File: config.mk
export PLATFORM = sky130hd
export DESIGN_NAME = writeback_queue_flat
export DESIGN_NICKNAME = d
export VERILOG_FILES = /design/src/rtl/writeback_queue_pkg.sv /design/src/rtl/writeback_queue_if.sv /design/src/rtl/writeback_queue_load_align.sv /design/src/rtl/writeback_queue.sv /design/src/flat_wrapper.sv
export SDC_FILE = /design/constraint.sdc
export NUM_CORES = 1
export LEC_CHECK = 0
export BUFFER_PORTS_ARGS = -buffer_cell sky130_fd_sc_hd__buf_2
export CORE_UTILIZATION = 54
export DETAILED_ROUTE_END_ITERATION = 16
export PLACE_DENSITY = 0.77
export SKIP_CTS_REPAIR_TIMING = 1
export SLEW_MARGIN = 10
export SYNTH_ARGS = -nofsm -noshare
export SYNTH_HDL_FRONTEND = slang
export SYNTH_SLANG_ARGS = --single-unit
export TNS_END_PERCENT = 10
File: constraint.sdc
create_clock -name clk -period 3.9 [get_ports clk]
set_input_delay 0.195 -clock clk [delete_from_list [all_inputs] [get_ports clk]]
set_output_delay 0.195 -clock clk [all_outputs]
set_load 0.02 [all_outputs]
File: src/rtl/writeback_queue_pkg.sv
// Shared load encodings and the queue entry layout for the writeback path.
// Field widths are sized for the widest supported configuration; the queue narrows them on use.
package riscv;

  localparam int ENTRY_DATA_W = 64;
  localparam int ENTRY_RD_W   = 8;
  localparam int ENTRY_OFF_W  = 3;

  typedef enum logic [2:0] {
    MEM_LB  = 3'b000,
    MEM_LH  = 3'b001,
    MEM_LW  = 3'b010,
    MEM_LD  = 3'b011,
    MEM_LBU = 3'b100,
    MEM_LHU = 3'b101,
    MEM_LWU = 3'b110
  } memory_op_e;

  typedef struct packed {
    logic [ENTRY_RD_W-1:0]   rd;
    logic                    wen;
    logic                    is_load;
    logic [2:0]              f3;
    logic [ENTRY_OFF_W-1:0]  byte_off;
    logic [ENTRY_DATA_W-1:0] data;
    logic                    ready;
  } entry_t;

endpackage

File: src/rtl/writeback_queue_if.sv
// Memory-stage, load-response and register-file signals of the writeback queue.
interface writeback_queue_if #(
    parameter int XLEN  = 32,
    parameter int DEPTH = 4,
    parameter int REG_W = 5
);
    localparam int OFF_W = $clog2(XLEN / 8);
    localparam int CNT_W = $clog2(DEPTH + 1);

    logic             in_valid;
    logic             in_ready;
    logic             in_is_load;
    logic [2:0]       in_f3;
    logic [OFF_W-1:0] in_byte_off;
    logic [REG_W-1:0] in_rd;
    logic             in_wen;
    logic [XLEN-1:0]  in_data;
    logic             rsp_valid;
    logic [XLEN-1:0]  rsp_data;
    logic             wb_retire;
    logic             wb_valid;
    logic [REG_W-1:0] wb_rd;
    logic [XLEN-1:0]  wb_data;
    logic [CNT_W-1:0] pending_loads;
    logic             err_rsp;

    modport master (
        output in_valid, in_is_load, in_f3, in_byte_off, in_rd, in_wen, in_data,
        output rsp_valid, rsp_data,
        input  in_ready, wb_retire, wb_valid, wb_rd, wb_data, pending_loads, err_rsp
    );

    modport slave (
        input  in_valid, in_is_load, in_f3, in_byte_off, in_rd, in_wen, in_data,
        input  rsp_valid, rsp_data,
        output in_ready, wb_retire, wb_valid, wb_rd, wb_data, pending_loads, err_rsp
    );
endinterface

File: src/rtl/writeback_queue_load_align.sv
// Combinational load data alignment: shift the raw word down to the addressed byte,
// then sign- or zero-extend according to the load funct3.
module load_align
    import riscv::*;
#(
    parameter  int XLEN  = 32,
    localparam int OFF_W = $clog2(XLEN / 8)
) (
    input  logic [XLEN-1:0]  raw,
    input  logic [2:0]       f3,
    input  logic [OFF_W-1:0] byte_off,
    output logic [XLEN-1:0]  result
);
    function automatic logic [XLEN-1:0] sext8(input logic signed [7:0] v);
        return XLEN'(v);
    endfunction

    function automatic logic [XLEN-1:0] sext16(input logic signed [15:0] v);
        return XLEN'(v);
    endfunction

    function automatic logic [XLEN-1:0] sext32(input logic signed [31:0] v);
        return XLEN'(v);
    endfunction

    logic [XLEN-1:0] shifted;

    always_comb begin
        shifted = raw >> {byte_off, 3'b000};
        result  = shifted;
        case (f3)
            MEM_LB:  result = sext8(shifted[7:0]);
            MEM_LH:  result = sext16(shifted[15:0]);
            MEM_LW:  result = sext32(shifted[31:0]);
            MEM_LBU: result = XLEN'(shifted[7:0]);
            MEM_LHU: result = XLEN'(shifted[15:0]);
            MEM_LWU: result = XLEN'(shifted[31:0]);
            default: result = shifted;
        endcase
    end
endmodule

File: src/rtl/writeback_queue.sv
// In-order writeback queue: ALU results and outstanding loads retire to the register file
// in program order; load data is filled from in-order memory responses.
module writeback_queue
    import riscv::*;
#(
    parameter int XLEN  = 32,
    parameter int DEPTH = 4,
    parameter int REG_W = 5
) (
    input  logic             clk,
    input  logic             reset,
    writeback_queue_if.slave bus
);
    localparam int PTR_W = $clog2(DEPTH);
    localparam int CNT_W = $clog2(DEPTH + 1);
    localparam int OFF_W = $clog2(XLEN / 8);

    typedef logic [PTR_W-1:0] ptr_t;

    function automatic ptr_t next_ptr(input ptr_t p);
        return (p == ptr_t'(DEPTH - 1)) ? '0 : p + ptr_t'(1);
    endfunction

    entry_t           entries_q [DEPTH];
    entry_t           entries_d [DEPTH];
    ptr_t             head_q, head_d, tail_q, tail_d, fill_ptr;
    logic [CNT_W-1:0] count_q, count_d, pending_q, pending_d;
    logic             err_q, err_d;
    logic             enq, deq, rsp_fill, fill_found;
    logic [XLEN-1:0]  load_val;
    entry_t           head_e, fill_e;
    logic             unused_entry_bits;

    assign head_e            = entries_q[head_q];
    assign fill_e            = entries_q[fill_ptr];
    assign unused_entry_bits = ^{head_e, fill_e};

    load_align #(.XLEN(XLEN)) u_load_align (
        .raw      (bus.rsp_data),
        .f3       (fill_e.f3),
        .byte_off (fill_e.byte_off[OFF_W-1:0]),
        .result   (load_val)
    );

    // Load-fill pointer: oldest occupied load still waiting for data, searched from the head.
    always_comb begin
        fill_ptr   = head_q;
        fill_found = 1'b0;
        for (int i = 0; i < DEPTH; i++) begin
            if (!fill_found && (i < int'(count_q)) &&
                entries_q[ptr_t'(head_q + ptr_t'(i))].is_load &&
                !entries_q[ptr_t'(head_q + ptr_t'(i))].ready) begin
                fill_ptr   = ptr_t'(head_q + ptr_t'(i));
                fill_found = 1'b1;
            end
        end
    end

    always_comb begin
        bus.in_ready = (count_q < CNT_W'(DEPTH));
        enq          = bus.in_valid && bus.in_ready;
        deq          = (count_q != '0) && head_e.ready;
        rsp_fill     = bus.rsp_valid && (pending_q != '0) && fill_found;

        entries_d = entries_q;
        head_d    = head_q;
        tail_d    = tail_q;
        count_d   = count_q;
        pending_d = pending_q;
        err_d     = err_q || (bus.rsp_valid && (pending_q == '0));

        if (deq) begin
            entries_d[head_q].ready = 1'b0;
            head_d                  = next_ptr(head_q);
        end
        if (enq) begin
            entries_d[tail_q] = '{
                rd:       ENTRY_RD_W'(bus.in_rd),
                wen:      bus.in_wen,
                is_load:  bus.in_is_load,
                f3:       bus.in_f3,
                byte_off: ENTRY_OFF_W'(bus.in_byte_off),
                data:     ENTRY_DATA_W'(bus.in_data),
                ready:    !bus.in_is_load
            };
            tail_d = next_ptr(tail_q);
        end
        if (rsp_fill) begin
            entries_d[fill_ptr].data  = ENTRY_DATA_W'(load_val);
            entries_d[fill_ptr].ready = 1'b1;
        end

        if (enq && !deq) count_d = count_q + CNT_W'(1);
        if (deq && !enq) count_d = count_q - CNT_W'(1);
        if (enq && bus.in_is_load) pending_d = pending_d + CNT_W'(1);
        if (rsp_fill)              pending_d = pending_d - CNT_W'(1);

        bus.wb_retire     = deq;
        bus.wb_valid      = deq && head_e.wen && (head_e.rd[REG_W-1:0] != '0);
        bus.wb_rd         = bus.wb_valid ? head_e.rd[REG_W-1:0] : '0;
        bus.wb_data       = bus.wb_valid ? head_e.data[XLEN-1:0] : '0;
        bus.pending_loads = pending_q;
        bus.err_rsp       = err_q;
    end

    always_ff @(posedge clk) begin
        if (reset) begin
            head_q    <= '0;
            tail_q    <= '0;
            count_q   <= '0;
            pending_q <= '0;
            err_q     <= 1'b0;
            for (int i = 0; i < DEPTH; i++) entries_q[i].ready <= 1'b0;
        end else begin
            head_q    <= head_d;
            tail_q    <= tail_d;
            count_q   <= count_d;
            pending_q <= pending_d;
            err_q     <= err_d;
            entries_q <= entries_d;
        end
    end
endmodule
File: src/flat_wrapper.sv
// flat-port wrapper written by rule: the top's interface ports become plain ports
module writeback_queue_flat import riscv::*;
#(
    parameter int XLEN  = 32,
    parameter int DEPTH = 4,
    parameter int REG_W = 5
)
  (clk, reset, bus_in_valid, bus_in_is_load, bus_in_f3, bus_in_byte_off, bus_in_rd, bus_in_wen, bus_in_data, bus_rsp_valid, bus_rsp_data, bus_in_ready, bus_wb_retire, bus_wb_valid, bus_wb_rd, bus_wb_data, bus_pending_loads, bus_err_rsp);
  writeback_queue_if #(.XLEN(XLEN), .DEPTH(DEPTH), .REG_W(REG_W)) bus_i ();
  input  logic clk;
  input  logic reset;
  input wire logic [$bits(bus_i.in_valid)-1:0] bus_in_valid;
  input wire logic [$bits(bus_i.in_is_load)-1:0] bus_in_is_load;
  input wire logic [$bits(bus_i.in_f3)-1:0] bus_in_f3;
  input wire logic [$bits(bus_i.in_byte_off)-1:0] bus_in_byte_off;
  input wire logic [$bits(bus_i.in_rd)-1:0] bus_in_rd;
  input wire logic [$bits(bus_i.in_wen)-1:0] bus_in_wen;
  input wire logic [$bits(bus_i.in_data)-1:0] bus_in_data;
  input wire logic [$bits(bus_i.rsp_valid)-1:0] bus_rsp_valid;
  input wire logic [$bits(bus_i.rsp_data)-1:0] bus_rsp_data;
  output wire logic [$bits(bus_i.in_ready)-1:0] bus_in_ready;
  output wire logic [$bits(bus_i.wb_retire)-1:0] bus_wb_retire;
  output wire logic [$bits(bus_i.wb_valid)-1:0] bus_wb_valid;
  output wire logic [$bits(bus_i.wb_rd)-1:0] bus_wb_rd;
  output wire logic [$bits(bus_i.wb_data)-1:0] bus_wb_data;
  output wire logic [$bits(bus_i.pending_loads)-1:0] bus_pending_loads;
  output wire logic [$bits(bus_i.err_rsp)-1:0] bus_err_rsp;
  assign bus_i.in_valid = bus_in_valid;
  assign bus_i.in_is_load = bus_in_is_load;
  assign bus_i.in_f3 = bus_in_f3;
  assign bus_i.in_byte_off = bus_in_byte_off;
  assign bus_i.in_rd = bus_in_rd;
  assign bus_i.in_wen = bus_in_wen;
  assign bus_i.in_data = bus_in_data;
  assign bus_i.rsp_valid = bus_rsp_valid;
  assign bus_i.rsp_data = bus_rsp_data;
  assign bus_in_ready = bus_i.in_ready;
  assign bus_wb_retire = bus_i.wb_retire;
  assign bus_wb_valid = bus_i.wb_valid;
  assign bus_wb_rd = bus_i.wb_rd;
  assign bus_wb_data = bus_i.wb_data;
  assign bus_pending_loads = bus_i.pending_loads;
  assign bus_err_rsp = bus_i.err_rsp;
  writeback_queue #(.XLEN(XLEN), .DEPTH(DEPTH), .REG_W(REG_W)) u_core (.clk(clk), .reset(reset), .bus(bus_i));
endmodule
Word level (Yosys, flattened, before mapping) --
Cells that the tools add are included.
Operators by class: add/subtract/negate cells 8, magnitude comparators 14, eq/ne operators 5, shift operators 1, multiplexer cells 46, bitwise logic cells 6, reductions and logical operators 41
Operators with widths (number):
- $bwmux W324 | 4
- $mux W324 | 3
- $bmux W81 S2 | 5
- $demux W81 S2 | 4
- $mux W72 | 6
- $mux W78 | 2
- $mux W71 | 2
- $pmux W32 S4 | 1
- $mux W81 | 1
- $mux W65 | 1
- $mux W32 | 1
- $shr A32 B5 Y32 | 1
- $logic_and A1 B1 Y1 | 24
- $ge A3 B3 Y1 const B | 6
- $not A2 Y3 | 6
- $mux W3 | 4
- $logic_not A1 Y1 | 10
- $mux W2 | 5
- $lt A3 B1 Y1 const B | 3
- $add A3 B1 Y3 const B | 2
- $eq A3 B3 Y1 const B | 2
- $logic_not A3 Y1 | 2
- $lt A1 B3 Y1 const A | 2
- $lt A2 B3 Y1 const A | 2
- 12 further kinds | 22
Storage, ports and cells: bits in registers 335, input port bits 80, output and inout bits 44, logic and storage cells 154

Depth between registers and ports, before layout --
word-level depth 31, depth in mapped cells 18, depth with buffers taken out 11

Cells and area by module --
A second synthesis with hierarchy kept.
Second synthesis, totals: cells, all modules 824, area total of the unflattened synthesis 11761.3 sq um
Modules (own cells, without submodules):
- writeback_queue | times used 1, cells each 717, area each 11066.9 sq um, sequential area each 5585.4 sq um
- load_align | times used 1, cells each 107, area each 694.4 sq um, sequential area each 0.0 sq um

Worst setup path before layout --
No wires, ideal clock.
kind reg-to-reg, start register u_core.head_q[0], end register u_core.entries_q[13] (netlist bit), data pin, setup time 0.276 ns, data arrival time 3.767 ns, required time 3.624 ns, slack -0.143 ns, cell stages (with the launch flop) 17, buffers on the path 6, period minus slack after synthesis 4.043 ns, cell sequence dfxtp_1 > buf_4 > inv_2 > buf_1 > ha_1 > clkbuf_1 > mux4_2 > nor2_2 > o211ai_2 > or2_1 > buf_4 > buf_6 > mux2_4 > buf_6 > mux2_4 > a22oi_2 > o221ai_1
RTL lines:
- from (decl) | RTL line writeback_queue.sv:26 | ptr_t head_q, head_d, tail_q, tail_d, fill_ptr;
- from (signal assigned) | RTL line writeback_queue.sv:108 | head_q <= '0;
- from (signal assigned) | RTL line writeback_queue.sv:115 | head_q <= head_d;
- to (signal assigned) | RTL line writeback_queue.sv:120 | entries_q <= entries_d;
- to (decl) | RTL line writeback_queue.sv:24 | entry_t entries_q [DEPTH];

==> out/metrics.yaml <==
worst_setup_path:
  worst-endpoint-arrival_ps: 3930
  critPathRequiredTime_ps: 4060
  category_of_the_worst_setup_path_capture_point: "flop"
  critical_path.startpoint: "u_core.head_q[0]$_SDFFE_PP0P_"
  worst_reg2reg_path_length_in_cells: 13
  start_kind: "flop"
  rr_startpoint: "u_core.head_q[0]$_SDFFE_PP0P_"
  worst-setup-path-type: "reg -> reg"
  crit_fanout: 34
power:
  power.ir.vdd_worst_v: 0.0004531
  power_per_cell_area_nw_per_um2: 505.5
  p_leak_nw: 5.261
floorplan:
  core-area_um2: 21820
  row_count: 54
  die_width_um: 151.1
  die_y_um: 151.1
  die_footprint_um2: 22840
  io_count: 124
  starting_density_pct: 55.04
cells_and_area:
  finalCoreUtilization_pct: 63.30
  num_antenna_cells: 0
  final_net_count: 1237
  stdcell_count: 1433
  layout-area-overhead-vs-synth_pct: 15.01
  fillCellCount: 1640
  final_layout_size_suffix_gt1_share_pct: 26.80
synth:
  synth-main-ff-cell: "edfxtp_1"
  synth_area_per_cell_um2: 11.63
  synth_simple_gate_area_share_pct: 12.80
  synth_edf_count: 176
  syn_inst: 1033
  synth_area_leader_cell: "edfxtp_1"
  combinational_family_with_the_most_area_after_synthesis: "multiplexers"
  ys_warn_count: 0
  post_synthesis_adder_cell_area_fraction_pct: 1.667
  yosys-top-cells-area: "edfxtp_1, mux4_2, mux2i_1"
  ys_seq_elements: 191
  synthDistinctLibCells: 61
  synthesized_net_count: 1129
  synth.area.mux_share_pct: 18.54
  mappedNetlistArea_um2: 12010
  yosysSeqAreaShare_pct: 46.50
  ys_async_sr_fraction_pct: 0
  synth_top_area_share_pct: 44.00
  synthXorXnorAreaFrac_pct: 0.5104
  synth_compound_gate_area_share_pct: 16.22
clock_network:
  cts_root_buffer: "clkbuf_16"
  cts_inserted_buffers: 17
  clock_tree_buffer_depth: 2
  worstSkewPairLatency_ps: 440
  h-tree-depth: 4
  path_clk_slew_ps: 70
  clkSinkCount: 191
  cts_tree: "done"
routing:
  post_detailed_route_via_to_cell_ratio: 7.015
  route.detailed.drc: 0
  routed_wirelength_um: 35570
  dr.pass1.iters: 6
  vias: 10050
  antenna_left: 0
  wirelength_per_cell_um: 24.82
  detail_route.iter0.violations: 1304
sta:
  layout_min_cycle_time_ps: 3770
  worst_hold_slack_ps: -16.87
  fin_crit_sh_pct: 96.67
  max-slew-margin-rel_pct: 43.12
  finalSetupViolations: 0
  clock-skew-final_ps: 14.96
  maxSlewViolCount: 0
  timing_worst_slew_pin_value_ps: 853.3
  final-hold-violation-count: 4
  timing.fmax_mhz: 265.2
  rsz0062_at_grt: "false"
global_routing:
  global_route_met1_utilization_pct: 42.16
  grt_start_max_net_pins: 82
  grt-ovfl-total: 0
  grt_first_pass_wirelength_um: 54070
  grtUsageTotal_pct: 31.48
  grt_busiest_layer: "met2"
  grt_use_met2_pct: 49.56
  antenna_violations_before_repair: 0
  grt_pass1_vias: 9624
  grtUsageMet3_pct: 6.145
placement:
  portBuffers: 123
  globalplace.congestion: 0.8991
  place_inst: 1388
  post-dp-hpwl_um: 22800
status:
  violations: "negative hold slack"
  outcome: "complete, but fails checks"
min_path:
  hold_path_origin: "bus_in_rd[4]"
  min_delay_path_depth: 1
  hold_path_class: "in -> reg"
run:
  cap_violations: 0
cell usage after synthesis, types with 2 or more instances:
cell type and n:
nor3b_1 2, a22oi_1 4, nor3_1 11, a22oi_2 3, a2111oi_0 12, nor3b_2 2, nand3_1 21, a211oi_1 88
nand4_1 3, a31oi_1 69, ha_1 16, o211ai_1 2, buf_1 6, clkbuf_1 66, a311oi_1 4, edfxtp_1 176
mux2_2 15, buf_2 10, and3_1 55, mux2i_1 73, or3b_2 2, inv_1 15, mux2_4 5, nand2_1 82
a21oi_1 10, nor2b_1 43, xnor2_1 4, and2_1 19, dfxtp_1 15, buf_6 5, a211o_1 5, o21ai_0 35
nor4_1 4, buf_4 2, o221ai_1 28, nand2b_1 4, xor2_1 3, nor2_1 38, mux4_2 54
power by group:
part           switching, W  total (W)  internal (W)
Combinational       0.00160    0.00269       0.00109
Sequential         0.000129    0.00265       0.00252
Clock              0.000815    0.00164      0.000827
Total               0.00254    0.00698       0.00444
worst max-delay path: stages, from the launching register on:
cell	delay (ps)
dfxtp_4	420
inv_2	90
ha_2	430
mux4_2	270
buf_4	190
a2111oi_0	70
nor3_1	240
nor3b_4	400
mux2i_4	380
a211oi_2	130
o41ai_4	280
buf_4	210
clkbuf_16	240
a31oi_1	130
cell families (layout without fill, tap and decap cells):
| kind of cell | Yosys count | after routing |
|---|---|---|
| and+or+nand+nor | 295 | 295 |
| DFF | 191 | 191 |
| adders and majority gates | 16 | 16 |
| AOI/OAI and AO/OA | 270 | 270 |
| muxes | 149 | 149 |
| xor gates and xnor gates | 7 | 7 |
| buffers and inverters | 105 | 225 |
area by class of cell:
cell class	instances	area, µm²	area share (%)
clock buffer	18	429.2	3.107
clock inverter	13	108.9	0.7880
inverter	16	62.56	0.4529
multi-input combinational	737	6095	44.12
sequential	191	5590	40.47
tap	280	350.3	2.536
timing repair buffer	178	1179	8.532
worst paths after layout:
| kind | slack (ps) | endpoint |
|---|---|---|
| max | 130 | u_core.entries_q[274]$_DFFE_PN_ |
| min | -20 | flop |
| max reg2reg | 130 | u_core.entries_q[274]$_DFFE_PN_ |
| min reg2reg | 550 | u_core.bus.err_rsp$_SDFF_PP0_ |
cell usage in the layout (no fill, tap or decap), drive strengths merged, types with 40 or more instances in the layout:
| master | count |
|---|---|
| mux4 | 54 |
| edfxtp | 176 |
| a211oi | 88 |
| and3 | 55 |
| mux2i | 75 |
| nor2 | 40 |
| buf | 167 |
| a31oi | 69 |
| nand2 | 82 |
| nor2b | 43 |
per-stage QoR:
stage	setup WS (ps)	TNS [ps]	cell area, µm²	total power (W)	hold slack [ps]
2_1_floorplan	43.40	0	12020	0.004449	293.9
3_3_place_gp	-364.4	-19330	13050	0.005110	410.0
3_5_place_dp	17.48	0	13070	0.005194	412.1
4_1_cts	-13.26	-15.76	13600	0.006808	-40.90
5_1_grt	6.970	0	13810	0.007252	0.03966
6_report	129.7	0	13810	0.006983	-16.87
per-layer routing:
metal / share of wire, % / wire length [µm]
met1: 38 / 13450
met3: 11 / 3939
met2: 48 / 17000
met5: 0 / 0
met4: 3.3 / 1173
Power figures use the tool's default switching activity.
